[src/rtl/demux4_stream.sv]
// Registered 1-to-4 valid/ready stream demultiplexer with a one-entry slot per channel.
// Define DEMUX4_CNT_EN to add per-channel delivered-beat counters on out_count.
module demux4_stream #(
    parameter int unsigned DATA_WIDTH = 32
) (
    input  logic                    clk,
    input  logic                    rst_n,
    input  logic [DATA_WIDTH-1:0]   in_data,
    input  logic [1:0]              in_sel,
    input  logic                    in_valid,
    output logic                    in_ready,
    output logic [4*DATA_WIDTH-1:0] out_data,
    output logic [3:0]              out_valid,
    input  logic [3:0]              out_ready
`ifdef DEMUX4_CNT_EN
    ,
    output logic [4*16-1:0]         out_count
`endif
);

    localparam int unsigned NCH   = 4;
    localparam int unsigned CNT_W = 16;

    logic           accept_c;
    logic [NCH-1:0] wr_en_c;
    logic [NCH-1:0] drain_c;

    // Ready depends only on the selected slot, never on in_valid.
    always_comb begin
        in_ready = !out_valid[in_sel] | out_ready[in_sel];
        accept_c = in_valid & in_ready;
        wr_en_c  = '0;
        if (accept_c) begin
            wr_en_c[in_sel] = 1'b1;
        end
        drain_c  = out_valid & out_ready;
    end

    // Slot update: a write wins over a drain so a simultaneous reload leaves no bubble.
    always_ff @(posedge clk or negedge rst_n) begin
        if (!rst_n) begin
            out_valid <= '0;
            out_data  <= '0;
        end else begin
            for (int k = 0; k < NCH; k++) begin
                if (wr_en_c[k]) begin
                    out_valid[k]                         <= 1'b1;
                    out_data[k*DATA_WIDTH +: DATA_WIDTH] <= in_data;
                end else if (drain_c[k]) begin
                    out_valid[k] <= 1'b0;
                end
            end
        end
    end

`ifdef DEMUX4_CNT_EN
    // Delivered-beat counters, wrapping naturally at 16 bits.
    always_ff @(posedge clk or negedge rst_n) begin
        if (!rst_n) begin
            out_count <= '0;
        end else begin
            for (int k = 0; k < NCH; k++) begin
                if (drain_c[k]) begin
                    out_count[k*CNT_W +: CNT_W] <= out_count[k*CNT_W +: CNT_W] + CNT_W'(1);
                end
            end
        end
    end
`endif

endmodule

[config.mk]
export PLATFORM = sky130hd
export DESIGN_NAME = demux4_stream
export DESIGN_NICKNAME = d
export VERILOG_FILES = /design/src/rtl/demux4_stream.sv
export SDC_FILE = /design/constraint.sdc
export NUM_CORES = 1
export LEC_CHECK = 0
export ABC_AREA = 1
export BUFFER_PORTS_ARGS = -buffer_cell sky130_fd_sc_hd__buf_2
export CORE_ASPECT_RATIO = 1.25
export CORE_MARGIN = 2
export CORE_UTILIZATION = 45
export CTS_CLUSTER_DIAMETER = 120
export CTS_CLUSTER_SIZE = 10
export DETAILED_ROUTE_END_ITERATION = 7
export GPL_ROUTABILITY_DRIVEN = 0
export GPL_TIMING_DRIVEN = 1
export PLACE_DENSITY = 0.82
export SLEW_MARGIN = 20
export SYNTH_ARGS = -nofsm -noshare
export SYNTH_HDL_FRONTEND = slang
export SYNTH_SLANG_ARGS = --single-unit
[constraint.sdc]
create_clock -name clk -period 3.1 [get_ports clk]
set_input_delay 0.155 -clock clk [delete_from_list [all_inputs] [get_ports clk]]
set_output_delay 0.155 -clock clk [all_outputs]
set_load 0.1 [all_outputs]
==> metrics <==
required time at the worst-slack endpoint=2.94 ns; most frequent cells in the layout=sky130_fd_sc_hd__nand2_1, sky130_fd_sc_hd__buf_2, sky130_fd_sc_hd__dfrtp_1; Setup CP Type=reg2out; Register-to-Register Setup Slack=1.06 ns; Die X-Extent=104 um; layout cells sized above 1=29.0%; total number of nets in the final design=798; area taken by multi-input logic gates=1990 um^2; total global routing track utilization=23.4%; wire per inst=16.9 um; Tmin final=2.28 ns; count of maximum capacitance violations=0; setup repair after global routing missed its margin=false; CP max stage delay=0.54 ns; number of vias per cell after detailed routing=5.44; sequential cell area=3300 um^2; maximum clock skew at final layout=0.00923 ns; Ports=174; total of flip-flops plus latches after synthesis=132; DRC violation total after the first TritonRoute iteration=371; Clk Latency, worst-skew pair=0.41 ns; clock slew at reported path FFs=0.06 ns; grt ovf=0; CTS tree=yes; library cell used as clock root buffer=sky130_fd_sc_hd__clkbuf_16; Post-CTS Repair Setup Buffers=0; number of hold violations in the final report=0; number of filler instances in the final layout=1078; type of origin of the critical path=flop; reg-to-reg endpoint=out_data[107]; logic depth of the worst register-to-register path=8; Warnings, synthesis=0; netlist area before placement=5660 um^2; combinational family with the most area after synthesis=simple AND/OR/NAND/NOR gates; critical path's slowest cell=sky130_fd_sc_hd__buf_2; type of destination of the critical path=output pin; quantity of gates resized following cts=0; Initial Utilization=46.3%; Worst Hold Depth=3; most repeated library cell on the critical path=sky130_fd_sc_hd__nand2_1; worst hold endpoint=out_data[52]; overall routed net length=15.7 mm; cells traversed along the worst timing path=nand2_1 -> nand2_1 -> nand2_1 -> nand2_2 -> nand2_8 -> buf_2; via total after detailed routing=5075; startpoint of the lowest-slack register-to-register path=out_valid[3]; synthesized-area fraction occupied by adder cells=0%; post-synth net total=648; Area after DPL=6470 um^2; H-tree levels=4; outcome=complete, no violations; count of standard-cell rows=45; TritonCTS buffer count=17; Syn Area/Cell=9.33 um^2; non-filler cells, final=933; via count of the first global-routing pass=4686; share of synthesized area occupied by flip-flops and latches=58.4%; worst slew pin tran=0.880 ns; total power density per cell area=1110 nW/um^2; number of placed instances with taps included=897; Max transition margin=41.3%; mux cell area share after synthesis=0%; Worst VDD drop=0.663 mV; global-route wire length before repair=24.7 mm; most common cell after layout, fill and taps aside=sky130_fd_sc_hd__nand2_1; kind of path behind the tightest hold check=in2reg; critical path peak fanout=94; final-report setup violation count=0; count of unresolved DRC violations after routing=0; die outline area=13500 um^2; number of antenna violations at the first check in global routing=0; area share of and/or/nand/nor cells after synthesis=34.6%; setup tns final=0 ns; max frequency=439 MHz; area overhead of the layout relative to synthesis=27.0%; buffer levels on the longest clock path=2; count of antenna diodes in the layout=0; final number of max-transition violations=0; router iterations before antenna repair=5; number of clock sinks=132; critical path data arrival time=2.12 ns; final worst path period share=73.5%; count of port buffers added during placement=173; count of antenna-violating nets left after detailed routing=0; Hold Buf Count CTS=5; DPL Wire Length=9.86 mm; origin of the worst min-delay path=in_data[20]; fraction of the mapped netlist area in compound gates=0.354%; maximum number of pins on one net before global-route repair=95; total leakage power=0.00397 uW; total non-filler cell area in the finished layout=7190 um^2; core area=12200 um^2; chip height=129 um; Gate Count Post-Synth=607; Post-Synth XOR/XNOR Area=0%; number of distinct library cell variants in the gate-level netlist after synthesis=20
[layer usage]
| metal | vias to the layer above | GRT usage (%) | part of all wire, % |
|---|---|---|---|
| li1 | 2367 | - | - |
| met1 | 2459 | 31.2 | 42 |
| met4 | 0 | 9.94 | 2.0 |
| met3 | 24 | 5.03 | 5.6 |
| met5 | - | 0 | 0 |
| met2 | 225 | 37.3 | 50 |
[flip-flops by register name (all words and copies together), names as in the netlist]
| signal | cells |
|---|---|
| out_data | 128 |
| out_valid | 4 |
[kinds of logic after synthesis]
| family | after synthesis |
|---|---|
| simple gates | 409 |
| flops | 132 |
| buf+inv | 62 |
| compound gates | 4 |
[Yosys cell counts]
cell                       number  area (um^2)
sky130_fd_sc_hd__nor2_8         1         20.0
sky130_fd_sc_hd__dfrtp_1      132         3300
sky130_fd_sc_hd__buf_1          4         15.0
sky130_fd_sc_hd__nand3_4        4         70.1
sky130_fd_sc_hd__nand2_2        1         6.26
sky130_fd_sc_hd__nand3_1        3         15.0
sky130_fd_sc_hd__nand4_1      128          801
sky130_fd_sc_hd__clkbuf_2       1         5.00
sky130_fd_sc_hd__nand2_8        1         20.0
sky130_fd_sc_hd__inv_2          1         3.75
sky130_fd_sc_hd__clkbuf_1      10         37.5
sky130_fd_sc_hd__buf_4          2         15.0
sky130_fd_sc_hd__inv_1          6         22.5
sky130_fd_sc_hd__buf_8          1         15.0
sky130_fd_sc_hd__nor2_4         1         11.3
sky130_fd_sc_hd__nor2_1         2         7.51
sky130_fd_sc_hd__o21ai_0        4         20.0
sky130_fd_sc_hd__buf_2         24          120
sky130_fd_sc_hd__buf_6         13          146
sky130_fd_sc_hd__nand2_1      268         1010
[report_power, final]
part           internal, uW  total, uW  switching [uW]  leakage, uW
clock                  1490       2230             736     0.000315
sequential             2060       2270             206      0.00165
combinational           412       3500            3090      0.00200
total                  3970       8000            4030      0.00397
[area by class of cell]
cell class                 count  share of cell area [%]
sequential                   132                    45.9
multi-input combinational    413                    27.7
timing repair buffer         186                    13.9
clock buffer                  20                    6.49
tap                          164                    2.85
clock inverter                11                    2.77
inverter                       7                   0.365
[critical path: cells and delay by family, from the launching register on]
family / cells / cell delay, ns
flops: 1 / 0.40
simple gates: 5 / 0.70
buf+inv: 1 / 0.54
[worst max path at each step]
stage,start,endpoint,cells after the start
2_1_floorplan,out_valid[3],out_data[10],8
3_3_place_gp,in_sel[0],out_data[68],10
3_5_place_dp,in_sel[0],out_data[100],10
4_1_cts,out_valid[0],in_ready,6
5_1_grt,out_valid[1],in_ready,6
6_report,out_valid[3],in_ready,6
[through the flow]
stage / util, % / power [uW] / hold slack (ns) / setup slack [ns]
6_report: 58.8 / 8000 / 0.0414 / 0.822
2_1_floorplan: - / 5210 / -0.141 / 1.06
4_1_cts: 58.8 / 8040 / 0.0258 / 0.853
3_5_place_dp: 53.0 / 5790 / 0.176 / 0.966
5_1_grt: 58.8 / 8270 / 0.0360 / 0.741
3_3_place_gp: 53.0 / 5760 / 0.178 / 1.04
No activity file was read; power rests on OpenSTA's default activity.
